<file path="config.mk">
export PLATFORM = sky130hd
export DESIGN_NAME = seg7_scan_mux
export DESIGN_NICKNAME = d
export VERILOG_FILES = /design/src/rtl/seg7_scan_mux.sv
export SDC_FILE = /design/constraint.sdc
export NUM_CORES = 1
export LEC_CHECK = 0
export CORE_AREA = 2 2 137 139
export CTS_BUF_LIST = sky130_fd_sc_hd__clkbuf_4 sky130_fd_sc_hd__clkbuf_8 sky130_fd_sc_hd__clkbuf_16
export CTS_CLUSTER_SIZE = 20
export DETAILED_ROUTE_END_ITERATION = 6
export DIE_AREA = 0 0 139 141
export GPL_ROUTABILITY_DRIVEN = 0
export PLACE_DENSITY_LB_ADDON = 0.3
export SLEW_MARGIN = 20
export SYNTH_ARGS = -nofsm -noshare
export SYNTH_HDL_FRONTEND = slang
export SYNTH_SLANG_ARGS = --single-unit
export TNS_END_PERCENT = 50
</file>
<file path="constraint.sdc">
create_clock -name clk -period 4.52 [get_ports clk]
set_input_delay 0.904 -clock clk [delete_from_list [all_inputs] [get_ports clk]]
set_output_delay 0.904 -clock clk [all_outputs]
set_load 0.01 [all_outputs]
</file>
<file path="src/rtl/seg7_scan_mux.sv">
// Time-multiplexed 7-segment driver: scans NUM_DIGITS anodes with a guard gap per slot,
// double-buffered data that changes only at frame boundaries, and leading-zero suppression.
module seg7_scan_mux #(
    parameter int NUM_DIGITS   = 8,
    parameter int SLOT_CYCLES  = 100000,
    parameter int GUARD_CYCLES = 2
) (
    input  logic                    clk,
    input  logic                    rst,
    input  logic [4*NUM_DIGITS-1:0] value,
    input  logic                    load,
    input  logic [NUM_DIGITS-1:0]   dp_in,
    input  logic [NUM_DIGITS-1:0]   blank_in,
    input  logic                    lz_en,
    output logic [NUM_DIGITS-1:0]   an,
    output logic [6:0]              z,
    output logic                    dp,
    output logic                    frame_done
);

    localparam int CNT_W = $clog2(SLOT_CYCLES);
    localparam int IDX_W = (NUM_DIGITS > 1) ? $clog2(NUM_DIGITS) : 1;
    localparam logic [CNT_W-1:0] SLOT_LAST = CNT_W'(SLOT_CYCLES - 1);
    localparam logic [CNT_W-1:0] GUARD_END = CNT_W'(GUARD_CYCLES);
    localparam logic [IDX_W-1:0] IDX_LAST  = IDX_W'(NUM_DIGITS - 1);

    logic [CNT_W-1:0]        slot_cnt, slot_nxt;
    logic [IDX_W-1:0]        digit_idx, idx_nxt;
    logic [4*NUM_DIGITS-1:0] pend_val, disp_val, disp_val_nxt;
    logic [NUM_DIGITS-1:0]   pend_dp, disp_dp, disp_dp_nxt;
    logic [NUM_DIGITS-1:0]   pend_blank, disp_blank, disp_blank_nxt;
    logic                    pend_flag;
    logic                    shown, shown_nxt;
    logic                    slot_wrap, frame_wrap, transfer;

    logic [NUM_DIGITS-1:0]   lz_mask;
    logic [NUM_DIGITS-1:0]   an_sel;
    logic [3:0]              cur_nib;
    logic                    cur_dp, cur_blank, cur_lz;
    logic                    guard, seg_off;
    logic                    zero_above;
    logic [NUM_DIGITS-1:0]   an_d;
    logic [6:0]              z_d;
    logic                    dp_d, frame_done_d;

    function automatic logic [6:0] seg_decode(input logic [3:0] nib);
        logic [6:0] seg;
        case (nib)
            4'h0:    seg = 7'b1000000;
            4'h1:    seg = 7'b1111001;
            4'h2:    seg = 7'b0100100;
            4'h3:    seg = 7'b0110000;
            4'h4:    seg = 7'b0011001;
            4'h5:    seg = 7'b0010010;
            4'h6:    seg = 7'b0000010;
            4'h7:    seg = 7'b1111000;
            4'h8:    seg = 7'b0000000;
            4'h9:    seg = 7'b0010000;
            4'hA:    seg = 7'b0001000;
            4'hB:    seg = 7'b0000011;
            4'hC:    seg = 7'b1000110;
            4'hD:    seg = 7'b0100001;
            4'hE:    seg = 7'b0000110;
            default: seg = 7'b0001110;
        endcase
        return seg;
    endfunction

    // Outputs are decoded from next-state values so the registered pins line up with the counters.
    always_comb begin
        slot_wrap      = (slot_cnt == SLOT_LAST);
        frame_wrap     = slot_wrap && (digit_idx == IDX_LAST);
        slot_nxt       = slot_wrap ? '0 : slot_cnt + CNT_W'(1);
        idx_nxt        = digit_idx;
        if (slot_wrap) begin
            idx_nxt = (digit_idx == IDX_LAST) ? '0 : digit_idx + IDX_W'(1);
        end
        transfer       = frame_wrap && pend_flag;
        disp_val_nxt   = transfer ? pend_val   : disp_val;
        disp_dp_nxt    = transfer ? pend_dp    : disp_dp;
        disp_blank_nxt = transfer ? pend_blank : disp_blank;
        shown_nxt      = shown || transfer;
    end

    // Digit k is a leading zero when it and every digit above it are zero; digit 0 is exempt.
    always_comb begin
        lz_mask    = '0;
        zero_above = 1'b1;
        for (int k = NUM_DIGITS - 1; k >= 0; k--) begin
            zero_above = zero_above && (disp_val_nxt[4*k +: 4] == 4'h0);
            if (k != 0) begin
                lz_mask[k] = zero_above;
            end
        end
    end

    always_comb begin
        cur_nib   = '0;
        cur_dp    = 1'b0;
        cur_blank = 1'b0;
        cur_lz    = 1'b0;
        an_sel    = '1;
        for (int k = 0; k < NUM_DIGITS; k++) begin
            if (idx_nxt == IDX_W'(k)) begin
                cur_nib   = disp_val_nxt[4*k +: 4];
                cur_dp    = disp_dp_nxt[k];
                cur_blank = disp_blank_nxt[k];
                cur_lz    = lz_mask[k];
                an_sel[k] = 1'b0;
            end
        end
        guard        = (slot_nxt < GUARD_END) || !shown_nxt;
        seg_off      = guard || cur_blank;
        an_d         = guard ? '1 : an_sel;
        z_d          = (seg_off || (lz_en && cur_lz)) ? 7'h7F : seg_decode(cur_nib);
        dp_d         = seg_off ? 1'b1 : ~cur_dp;
        frame_done_d = (slot_nxt == SLOT_LAST) && (idx_nxt == IDX_LAST);
    end

    always_ff @(posedge clk) begin
        if (rst) begin
            slot_cnt   <= '0;
            digit_idx  <= '0;
            pend_flag  <= 1'b0;
            pend_val   <= '0;
            pend_dp    <= '0;
            pend_blank <= '1;
            disp_val   <= '0;
            disp_dp    <= '0;
            disp_blank <= '1;
            shown      <= 1'b0;
            an         <= '1;
            z          <= 7'h7F;
            dp         <= 1'b1;
            frame_done <= 1'b0;
        end else begin
            slot_cnt   <= slot_nxt;
            digit_idx  <= idx_nxt;
            if (load) begin
                pend_val   <= value;
                pend_dp    <= dp_in;
                pend_blank <= blank_in;
            end
            // A load landing on the boundary stays pending while the older capture moves out.
            pend_flag  <= load || (pend_flag && !frame_wrap);
            disp_val   <= disp_val_nxt;
            disp_dp    <= disp_dp_nxt;
            disp_blank <= disp_blank_nxt;
            shown      <= shown_nxt;
            an         <= an_d;
            z          <= z_d;
            dp         <= dp_d;
            frame_done <= frame_done_d;
        end
    end

endmodule

</file>
== After elaboration in Yosys (flattened, before gate mapping) ==
Memories as Yosys holds them, arrays and structs flattened. A register that Yosys moved wholly into a read port is not among the register bits.
Index checks and enable logic that the tools add are counted.

* Flip-flop bits (word level): 128
* Bits in read-only memories: 112
* Output and inout bits: 17
* Logic and storage cells: 102
* Memories: 1

{| class="wikitable"
|+ Memories
! memory !! depth !! bits a word !! read ports !! clocked after Yosys merged registers in !! wr ports !! line !! RTL
|-
| (no name shown) || 16 || 7 || 1 || 1 || 0 || 48 || <nowiki>case (nib)</nowiki>
|}

* Add/sub/neg operators: 2
* Order comparisons: 1
* Eq/ne operators: 10
* Multiplexer cells: 45
* Bitwise operators: 1
* Reduce and logical (&&, ||, !) cells: 29

{| class="wikitable"
|+ Operator list
! operator !! count
|-
| 17-bit equality test, second input constant || 2
|-
| 32-bit two-way mux || 1
|-
| 4-bit two-way mux || 8
|-
| 1-bit two-way mux || 31
|-
| 4-bit logical NOT || 7
|-
| 17-bit by 1-bit adder with 17-bit output, second input constant || 1
|-
| 17-bit by 2-bit < comparator with 1-bit output, second input constant || 1
|-
| 17-bit two-way mux || 1
|-
| 8-bit two-way mux || 2
|-
| 3-bit equality test, second input constant || 5
|-
| 1-bit logical AND || 11
|-
| 3-bit by 2-bit equality test with 1-bit output, second input constant || 2
|-
| 3-bit two-way mux || 2
|-
| 2-bit OR reduction || 3
|-
| 1-bit logical OR || 5
|-
| 3-bit by 1-bit adder with 3-bit output, second input constant || 1
|-
| 3-bit by 1-bit equality test with 1-bit output, second input constant || 1
|-
| 3-bit logical NOT || 1
|-
| 1-bit logical NOT || 2
|-
| 1-bit inverter || 1
|}

== Longest topological paths before layout ==
* Depth in word-level cells: 21
* Depth in mapped cells: 17
* Gate-level depth less buffers: 14

== Least setup slack after synthesis ==
OpenSTA, ideal clock, no wires.

* Path type: reg-to-reg
* Start: register slot_cnt[0]
* End: register z[0]
* Arrival time: 3.329 ns
* Data required time: 4.375 ns
* Slack: 1.045 ns
* Cell stages (with the launch flop): 17
* Path through: dfxtp_1 > ha_1 > and4_1 > buf_4 > or3b_1 > buf_6 > or2_4 > buf_6 > a31oi_2 > a31oi_1 > nor4_4 > inv_1 > ha_1 > inv_1 > a21oi_1 > mux2i_1 > nand4_1

* Cells in the longest elaborated chain, start to end: 21
* Elaborated cells between the ends (all ways): 60
* Classes of those cells: add/sub (1); order compare (1); eq/ne (8); mux (27); reduce/logical (23)

{| class="wikitable"
|+ RTL lines
! item !! line !! RTL
|-
| start: declaration || 27 || <nowiki>logic [CNT_W-1:0] slot_cnt, slot_nxt;</nowiki>
|-
| start signal: assignment || 137 || <nowiki>slot_cnt <= slot_nxt;</nowiki>
|-
| 17-bit equality test || 71 || <nowiki>slot_wrap = (slot_cnt == SLOT_LAST);</nowiki>
|-
| 1-bit logical AND || 72 || <nowiki>frame_wrap = slot_wrap && (digit_idx == IDX_LAST);</nowiki>
|-
| 1-bit logical AND || 78 || <nowiki>transfer = frame_wrap && pend_flag;</nowiki>
|-
| 32-bit two-way mux || 79 || <nowiki>disp_val_nxt = transfer ? pend_val : disp_val;</nowiki>
|-
| 4-bit logical NOT || 90 || <nowiki>zero_above = zero_above && (disp_val_nxt[4*k +: 4] == 4'h0);</nowiki>
|-
| 1-bit logical AND (6 in a row) || 90 ||
|-
| 1-bit two-way mux (7 in a row) || 104 || <nowiki>if (idx_nxt == IDX_W'(k)) begin</nowiki>
|-
| 1-bit logical AND || 115 || <nowiki>z_d = (seg_off || (lz_en && cur_lz)) ? 7'h7F : seg_decode(cur_nib);</nowiki>
|-
| 1-bit logical OR || 115 ||
|-
| 2-bit OR reduction (no source line) || -- ||
|-
| end: declaration || 16 || <nowiki>output logic [6:0] z,</nowiki>
|}

Parallel ways exist; a longest one is shown, timed or not.
A chain may end at the register's enable or synchronous reset.

== Final worst setup path ==
Same ends and word-level chain as after synthesis.

==> run_results.csv <==
group,metric,value,unit
outcome,status,"completed",
setup_path,worstSetupEndpoint,"z[0]",
setup_path,arrival,4.30,ns
timing,slew_headroom,0.3501,
grt,gr-usage-all-layers,0.1610,
detailed_routing,wl,15.67,mm
timing,tns,0,ns
synth,netlist_instances,682,
timing,fmax,0.2481,GHz
timing,fin_crit,4.031,ns
floorplanning,top_level_ports,69,
setup_path,cp.required,4.79,ns
synth,yosysTopAreaCellShare,0.4340,
cts,ctsRootBufferMaster,"clkbuf_16",
timing,rsz0062_at_grt,"false",
grt,grt_max_degree,56,
grt,grt_pass1_wl,25.12,mm
synth,synth_nets,743,
timing,tightest_slew,0.9748,ns
pwr,vdd_ir_drop_max,0.2402,mV
cts,cts_buffer_depth,2,
detailed_routing,avgRoutedWirePerCell,15.91,microns
cts,cts_tree,"built",
cts,post_cts_buffers,0,
synth,seq_area_frac_synth,0.4340,
hold_path,hp-class,"reg2reg",
detailed_routing,vias,5070,
layout,n_antenna_cell,0,
detailed_routing,ant_nets,0,
pwr,p_leak,3.123,nW
layout,drive_gt1_frac,0.09188,
synth,synth.distinct_cells,71,
layout,syn_to_final_growth,23.83,%
synth,yosysWarningCount,0,
cts,path_clk_slew,0.06,ns
cts,clock-sinks,135,
synth,yosys.area.top_type,"dfxtp_1",
timing,hold_ws,0.4515,ns
cts,cts_max_level,4,
floorplanning,die_y,141,microns
setup_path,r2r-end,"z[0]",
timing,fin_skew,0.01388,ns
setup_path,r2r-start,"slot_cnt[0]",
placement,port_buffers,68,
setup_path,rr_worst_depth,13,
grt,overflow,0,
setup_path,crit_start,"slot_cnt[0]",
synth,netlist_area,6227,sq um
pwr,power_density,372.7,nW/um^2
timing,final_max_slew_viol_count,0,
floorplanning,core,18270,sq um
timing,fin_crit_sh,0.8919,
synth,ys_seq_elements,135,
setup_path,startpoint_type,"register",
cts,numCtsBuffers,17,
setup_path,rrSetupSlack,0.49,ns
layout,nets,799,
timing,finalSetupViolCount,0,
detailed_routing,firstDrtPassIters,5,
synth,yosysMostFrequentCell,"dfxtp_1",
synth,synth-main-ff-cell,"dfxtp_1",
setup_path,path_class,"reg2reg",
floorplanning,chipWidth,139,microns
detailed_routing,drc,0,
synth,ys_top_cells_by_count,"135 x dfxtp_1, 94 x nor2_1, 75 x mux2i_1",
setup_path,path_max_fanout,11,
synth,async_flop_share,0,
grt,grt_pass1_vias,4729,
detailed_routing,dr.first_iter.drc_count,320,
job,drv_cap,0,
cts,insertion_delay,0.43,ns
setup_path,end_kind,"register",
detailed_routing,vias_per_cell,5.147,
synth,yosys-top-cells-area,"dfxtp_1 43%, mux2i_1 12%, nor2_1 5.7%",
grt,grt_antenna_before_repair,0,
floorplanning,fp-row-count,50,
placement,hpwl,10.98,mm
synth,synth.avg_cell_area,9.131,sq um
floorplanning,start_util,0.3409,
synth,synth-edff-count,0,
timing,hold_violations,0,
floorplanning,die_area,19600,sq um
-- registers in the layout, indices dropped and copies added (netlist names), 3 cells and up --
signal and cells:
digit_idx 3, slot_cnt 17, pend_val 32, pend_blank 8, disp_dp 8, disp_blank 8, pend_dp 8, an 8
z 7, disp_val 32
-- worst min-delay path by stage --
stage                     start           to  slack, ns  cells after the start
CTS                 disp_val[1]  disp_val[1]       0.46                      2
finish               disp_dp[7]   disp_dp[7]       0.45                      2
detailed placement  disp_val[1]  disp_val[1]       0.45                      2
global placement     disp_dp[7]   disp_dp[7]       0.44                      2
floorplan           slot_cnt[0]  slot_cnt[0]       0.43                      1
global route        disp_val[1]  disp_val[1]       0.48                      2
-- critical path, cell delays in order (launching register included) --
cell	delay [ns]
dfxtp_1	0.37
ha_1	0.26
and4_1	0.37
or3b_1	0.55
or2_4	0.37
o31ai_4	0.50
a221oi_1	0.21
nor4_4	0.47
inv_1	0.13
ha_1	0.26
inv_1	0.10
a21oi_1	0.05
mux2i_1	0.14
nand4_1	0.11
-- what timing repair did --
item	4_1_cts	5_1_grt
setup endpoints to repair	0	2
gates resized for setup	0	2
hold buffers	0	0
-- area by class of cell --
class | instances | area, sq um
inverters | 7 | 26.28
clock inverters | 11 | 171.4
flip-flops and latches | 135 | 2703
fillers | 1836 | 10560
multi-input cells | 499 | 3296
repair buffers | 78 | 748.2
well taps | 234 | 292.8
clock buffers | 21 | 474.2
-- cell usage in the layout (no fill, tap or decap), types with 16 or more instances in the layout --
cell	count
a21oi_1	31
clkbuf_16	17
clkdlybuf4s50_1	66
dfxtp_1	135
mux2i_1	75
nand2_1	72
nand3_1	17
nor2_1	94
nor2b_1	16
nor3_1	17
-- power by group --
| part | leakage, nW | internal (mW) | switching (mW) |
|---|---|---|---|
| registers | 1.10 | 1.22 | 0.0232 |
| clock network | 0.313 | 0.973 | 0.526 |
| logic | 1.71 | 0.0757 | 0.0560 |
-- per-layer routing --
layer / vias to the layer above / GRT usage / share of wire
met1: 2361 / 0.2281 / 0.50
met4: 0 / 0.05423 / 0.021
met5: - / 0 / 0
met2: 138 / 0.2385 / 0.43
met3: 26 / 0.04110 / 0.049
li1: 2545 / - / -
-- through the flow --
step                      setup WS [ns]  instance area (sq um)  power, mW  std cells    util
final                            0.4888                   7711      2.874        985  0.4221
after detailed placement         0.3134                   7061      1.402        953  0.3865
after global placement           0.4975                   7061      1.401        953  0.3865
after CTS                        0.2989                   7706      2.906        985  0.4218
after global routing             0.1048                   7711      2.971        985  0.4221
after floorplan                   1.045                   6227      1.334        682       -
-- logic make-up after synthesis --
logic type | after synthesis | synth area share
AND/OR/NAND/NOR | 287 | 0.2327
flip-flops | 135 | 0.4340
AO/OA/AOI/OAI | 109 | 0.1268
multiplexers | 80 | 0.1306
buffers and inverters | 48 | 0.03818
XOR/XNOR | 14 | 0.01969
adder cells (fa/ha/maj) | 9 | 0.01808
No activity file was read; power rests on OpenSTA's default activity.
